--- src/rtl/rgb_window_gen.sv ---
// rgb_window_gen: streaming 3x3 RGB window generator for raster-order pixels.
//
// Ports
//   clk_i, rst_ni                 clock (rising edge) and async active-low reset
//   pix_valid_i / pix_ready_o     input pixel handshake
//   sof_i                         start of frame, qualified by pixel accept
//   r_i, g_i, b_i                 8-bit pixel channels
//   win_valid_o / win_ready_i     output window handshake
//   r_o, g_o, b_o                 3x3 window, [x][y]: x=0 oldest row, y=0 oldest column
//   err_o                         sticky short-line error
//
// Parameter IMG_W: pixels per line (3..1024).
// Optional feature: define RGB_WIN_ERR_EN to build the short-line detector;
// otherwise err_o is tied low.
module rgb_window_gen #(
   parameter int IMG_W = 32
) (
   input  logic                 clk_i,
   input  logic                 rst_ni,
   input  logic                 pix_valid_i,
   output logic                 pix_ready_o,
   input  logic                 sof_i,
   input  logic [7:0]           r_i,
   input  logic [7:0]           g_i,
   input  logic [7:0]           b_i,
   output logic                 win_valid_o,
   input  logic                 win_ready_i,
   output logic [2:0][2:0][7:0] r_o,
   output logic [2:0][2:0][7:0] g_o,
   output logic [2:0][2:0][7:0] b_o,
   output logic                 err_o
);

   localparam int CW = (IMG_W > 1) ? $clog2(IMG_W) : 1;
   typedef logic [CW-1:0] col_t;

   logic             rdy_en_q;
   col_t             col_q;
   logic [1:0]       row_q;
   logic [23:0]      line1_q [IMG_W];
   logic [23:0]      line2_q [IMG_W];
   logic [2:0][23:0] wcol0_q;
   logic [2:0][23:0] wcol1_q;

   logic             accept;
   logic             xfer;
   logic             produce;
   logic             col_last;
   col_t             cur_col;
   logic [1:0]       cur_row;
   logic [2:0][23:0] new_col;

   // rdy_en_q keeps the input closed while in reset and opens it on the first edge after.
   assign pix_ready_o = rdy_en_q && (win_ready_i || !win_valid_o);
   assign accept      = pix_valid_i && pix_ready_o;
   assign xfer        = win_valid_o && win_ready_i;

   always_comb begin
      cur_col    = sof_i ? '0 : col_q;
      cur_row    = sof_i ? 2'd0 : row_q;
      col_last   = (cur_col == col_t'(IMG_W - 1));
      new_col[0] = line2_q[cur_col];
      new_col[1] = line1_q[cur_col];
      new_col[2] = {r_i, g_i, b_i};
      // row_q saturates at 2, so "row 2" means "at least two full lines above".
      produce    = accept && (cur_row == 2'd2) && (cur_col >= col_t'(2));
   end

   always_ff @(posedge clk_i or negedge rst_ni) begin
      if (!rst_ni) begin
         rdy_en_q <= 1'b0;
         col_q    <= '0;
         row_q    <= 2'd0;
      end else begin
         rdy_en_q <= 1'b1;
         if (accept) begin
            col_q <= col_last ? '0 : cur_col + col_t'(1);
            if (col_last) row_q <= (cur_row == 2'd2) ? 2'd2 : cur_row + 2'd1;
            else          row_q <= cur_row;
         end
      end
   end

   // Line memories are deliberately not reset; the row/col gating on produce
   // keeps stale contents out of any valid window.
   always_ff @(posedge clk_i) begin
      if (accept) begin
         line2_q[cur_col] <= line1_q[cur_col];
         line1_q[cur_col] <= new_col[2];
      end
   end

   always_ff @(posedge clk_i or negedge rst_ni) begin
      if (!rst_ni) begin
         wcol0_q     <= '0;
         wcol1_q     <= '0;
         win_valid_o <= 1'b0;
         r_o         <= '0;
         g_o         <= '0;
         b_o         <= '0;
      end else begin
         if (accept) begin
            wcol0_q <= wcol1_q;
            wcol1_q <= new_col;
         end
         if (produce) begin
            win_valid_o <= 1'b1;
            for (int x = 0; x < 3; x++) begin
               r_o[x][0] <= wcol0_q[x][23:16];
               r_o[x][1] <= wcol1_q[x][23:16];
               r_o[x][2] <= new_col[x][23:16];
               g_o[x][0] <= wcol0_q[x][15:8];
               g_o[x][1] <= wcol1_q[x][15:8];
               g_o[x][2] <= new_col[x][15:8];
               b_o[x][0] <= wcol0_q[x][7:0];
               b_o[x][1] <= wcol1_q[x][7:0];
               b_o[x][2] <= new_col[x][7:0];
            end
         end else if (xfer) begin
            win_valid_o <= 1'b0;
         end
      end
   end

`ifdef RGB_WIN_ERR_EN
   logic err_q;

   // A new frame arriving mid-line means the previous line was short.
   always_ff @(posedge clk_i or negedge rst_ni) begin
      if (!rst_ni)                             err_q <= 1'b0;
      else if (accept && sof_i && col_q != '0) err_q <= 1'b1;
   end

   assign err_o = err_q;
`else
   assign err_o = 1'b0;
`endif

endmodule

--- config.mk ---
export PLATFORM = sky130hd
export DESIGN_NAME = rgb_window_gen
export DESIGN_NICKNAME = d
export VERILOG_FILES = /design/src/rtl/rgb_window_gen.sv
export SDC_FILE = /design/constraint.sdc
export NUM_CORES = 2
export LEC_CHECK = 0
export CORE_ASPECT_RATIO = 1.2
export CORE_MARGIN = 10
export CORE_UTILIZATION = 60
export DETAILED_ROUTE_END_ITERATION = 7
export PLACE_DENSITY = 0.78
export SYNTH_ARGS = -nofsm -noshare
export SYNTH_HDL_FRONTEND = slang
export SYNTH_SLANG_ARGS = --single-unit
--- constraint.sdc ---
create_clock -name clk_i -period 4.9 [get_ports clk_i]
set_input_delay 0.98 -clock clk_i [delete_from_list [all_inputs] [get_ports clk_i]]
set_output_delay 0.98 -clock clk_i [all_outputs]
set_load 0.05 [all_outputs]
==> flow_summary.toml <==
[clock_tree]
cts_htree_levels = 4
cts_max_path_buffers = 3
cts_tree = "yes"
hold_buffers = 0
cts_resized = 0
postCtsSetupBuffers = 0
clk_latency_ns = 0.81
cts.sink_count = 1905
path_clk_slew_ns = 0.07
cts-root-buf = "clkbuf_16"
cts_made_buffers = 170

[drt]
avgRoutedWirePerCell_um = 30.6
vias = 45539
first_pass_iters = 8
drt_iter0_drc = 7804
antenna_left = 0
drt-total-wl_um = 209000
drc = 4
via_per_inst = 6.67

[global_routing]
track_usage_pct = 30.1
overflow = 0
antenna_found_initial = 8
grt_pass1_vias = 45031
grt_max_degree = 147
grt_pass1_wl_um = 304000

[die]
core-area_sq_um = 122000
die_h_um = 403
initial_utilization_pct = 60.4
rows = 140
ioPinCount = 248
die_x_um = 339
die-area_sq_um = 137000

[power]
comb_power_share_pct = 21.5
seqPwrFrac_pct = 46.9
clockPowerShare_pct = 31.5
leakage_nw = 30.0
peakVddDrop_mv = 0.389
p_int_mw = 29.9
power_per_cell_area_nw_per_um2 = 509
sw_frac_of_total_pct = 30.6
p_switching_mw = 13.2

[critical_path]
critPathLaunch = "col_q[2]$_DFFE_PN0P_"
arrival_ns = 4.57
timing.rr.start = "col_q[2]$_DFFE_PN0P_"
slowest_delay_ns = 0.85
crit_fanout = 39
cp_top_family = "simple AND/OR/NAND/NOR gates"
crit_cells = 7
cp.required_ns = 5.57
start_kind = "register"
path_buf_inv = 1
cp-end-kind = "register"
slowest_stage = "dfrtp_4"
critical_path_class = "register to register"
crit_chain = "nor3_1 > nor2_4 > buf_4 > a311oi_1 > a2111oi_4 > nand3_2 > mux2_2"
rr_worst_depth = 7

[timing]
drv_slew = 0
tightestPinTransition_ns = 1.40
setup_ws_ns = 1.00
fin_crit_ns = 3.90
hold_viol_final = 0
period_share_pct = 79.6
relSlewSlack_pct = 6.30
grt_setup_unrepaired = "false"
skew_ns = 0.0417
setup_tns_ns = 0
setup_viol_count_final = 0
max_freq_mhz = 256

[hold_path]
min_path_type = "input port to async pin"

[cells_and_area]
utilization_pct = 69.6
final_layout_size_suffix_gt1_share_pct = 16.6
fillCellCount = 7569
area_growth_pct = 15.2
nets = 5082

[job]
maxCapViolations = 0

[logic_synthesis]
syn_area_per_cell_sq_um = 15.4
synthArstFlopShare_pct = 19.4
yosys-top-cells-area = "edfxtp_1 (63%), dfrtp_1 (13%), nand2_1 (5.2%)"
synth_warnings = 0
syn_area_sq_um = 73500
ys_types = 58
synth_seq_cells = 1905
synthCells = 4759
yosysTopAreaCellShare_pct = 62.8
ys.flop_type = "edfxtp_1"
synth_edf_count = 1536
syn_nets = 4792
ys_seq_area_share_pct = 75.4
synth.largest_area_cell = "edfxtp_1"

[run_status]
status = "finished with violations"
violations = "DRC"

[placed_design]
place_congestion = 0.886
post-place-ws_ns = 0.721
port-buffer-count = 246
dp_hpwl_um = 119000
layout by cell type (no fill, tap or decap), types with 6 or more instances in the layout:
cell type        count
a211oi_1            54
a21oi_1            129
a221oi_1           125
a222oi_1            19
a22oi_1             43
a2bb2oi_1            9
a311oi_1            33
a31oi_1             55
and2_1              32
buf_12              45
buf_4              142
bufinv_16           18
clkbuf_1            37
clkbuf_16          178
clkbuf_8             9
clkdlybuf4s50_1    244
clkinv_1            21
clkinv_2            27
clkinvlp_4           9
dfrtp_1            366
edfxtp_1          1536
mux2_2             241
mux2_4              10
mux2i_1            105
mux4_2              84
nand2_1           1017
nand2b_1             6
nand3_1             42
nand4_1             19
nor2_1             104
nor2_4              35
nor2b_1             77
o211ai_1            42
o21ai_0            119
o221ai_1            25
o22ai_1             28
or4_4                8
per-layer routing:
layer | GRT usage (%) | wire length, um | vias to the layer above
li1 | - | - | 18548
met1 | 39.0 | 72100 | 22551
met2 | 47.3 | 97300 | 3702
met3 | 7.34 | 27400 | 738
met4 | 16.1 | 12300 | 0
met5 | 0 | 0 | -
worst paths after layout:
kind,to,slack [ns]
max reg2reg,g_o[47]$_DFFE_PN0P_,1.00
min in group clk_i,g_o[55]$_DFFE_PN0P_,0.46
min,r_o[59]$_DFFE_PN0P_,0.22
max,g_o[47]$_DFFE_PN0P_,1.00
min reg2reg,g_o[55]$_DFFE_PN0P_,0.46
max in group asynchronous,b_o[2]$_DFFE_PN0P_,3.60
registers in the layout (all words and copies together), names as in the netlist:
register / flops
g_o: 72
rdy_en_q: 1
win_valid_o: 1
line1_q: 768
line2_q: 768
col_q: 5
wcol1_q: 72
b_o: 72
row_q: 2
wcol0_q: 72
r_o: 72
cells in the mapped netlist (all sizes together) (31+ instances only):
master  instances
nor2b          80
nand3          44
mux4           84
o21ai         119
and2           33
edfxtp       1536
a211oi         54
buf           154
a22oi          43
a221oi        128
nor2          140
mux2          255
o221ai         31
clkbuf        161
dfrtp         369
nand2        1018
a311oi         33
a31oi          55
a21oi         129
mux2i         105
o211ai         42
power by group through the flow:
stage / logic (mW) / clock network [mW] / registers, mW
6_report: 9.26 / 13.6 / 20.2
5_1_grt: 9.70 / 14.2 / 20.3
4_1_cts: 9.21 / 13.6 / 20.2
3_5_place_dp: 9.16 / 0 / 20.5
3_3_place_gp: 8.98 / 0 / 20.5
2_1_floorplan: 3.31 / 0 / 22.6
area by class of cell:
cell class | instances | area (sq um) | area share [%]
Sequential cell | 1905 | 55400 | 65.4
Clock buffer | 227 | 4740 | 5.60
Tap cell | 1633 | 2040 | 2.41
Antenna cell | 1 | 2.50 | 0.00296
Clock inverter | 86 | 950 | 1.12
Multi-Input combinational cell | 2533 | 17000 | 20.1
Timing Repair Buffer | 433 | 4450 | 5.26
Inverter | 6 | 27.5 | 0.0325
logic make-up after synthesis:
group | synth area share, %
other | 0.0102
adder cells (fa/ha/maj) | 0.0681
multiplexers | 7.97
AO/OA/AOI/OAI | 6.88
buffers and inverters | 1.95
AND/OR/NAND/NOR | 7.76
flip-flops | 75.4
per-stage QoR:
step	area [sq um]	cells	hold slack, ns	power, mW
detailed placement	78900	6509	0.448	29.7
global placement	78900	6509	0.447	29.4
floorplan	73500	4759	0.439	25.9
finish	84600	6824	0.224	43.0
CTS	84600	6822	0.235	43.0
global route	84600	6823	0.283	44.2
(Power assumes the default switching activity.)
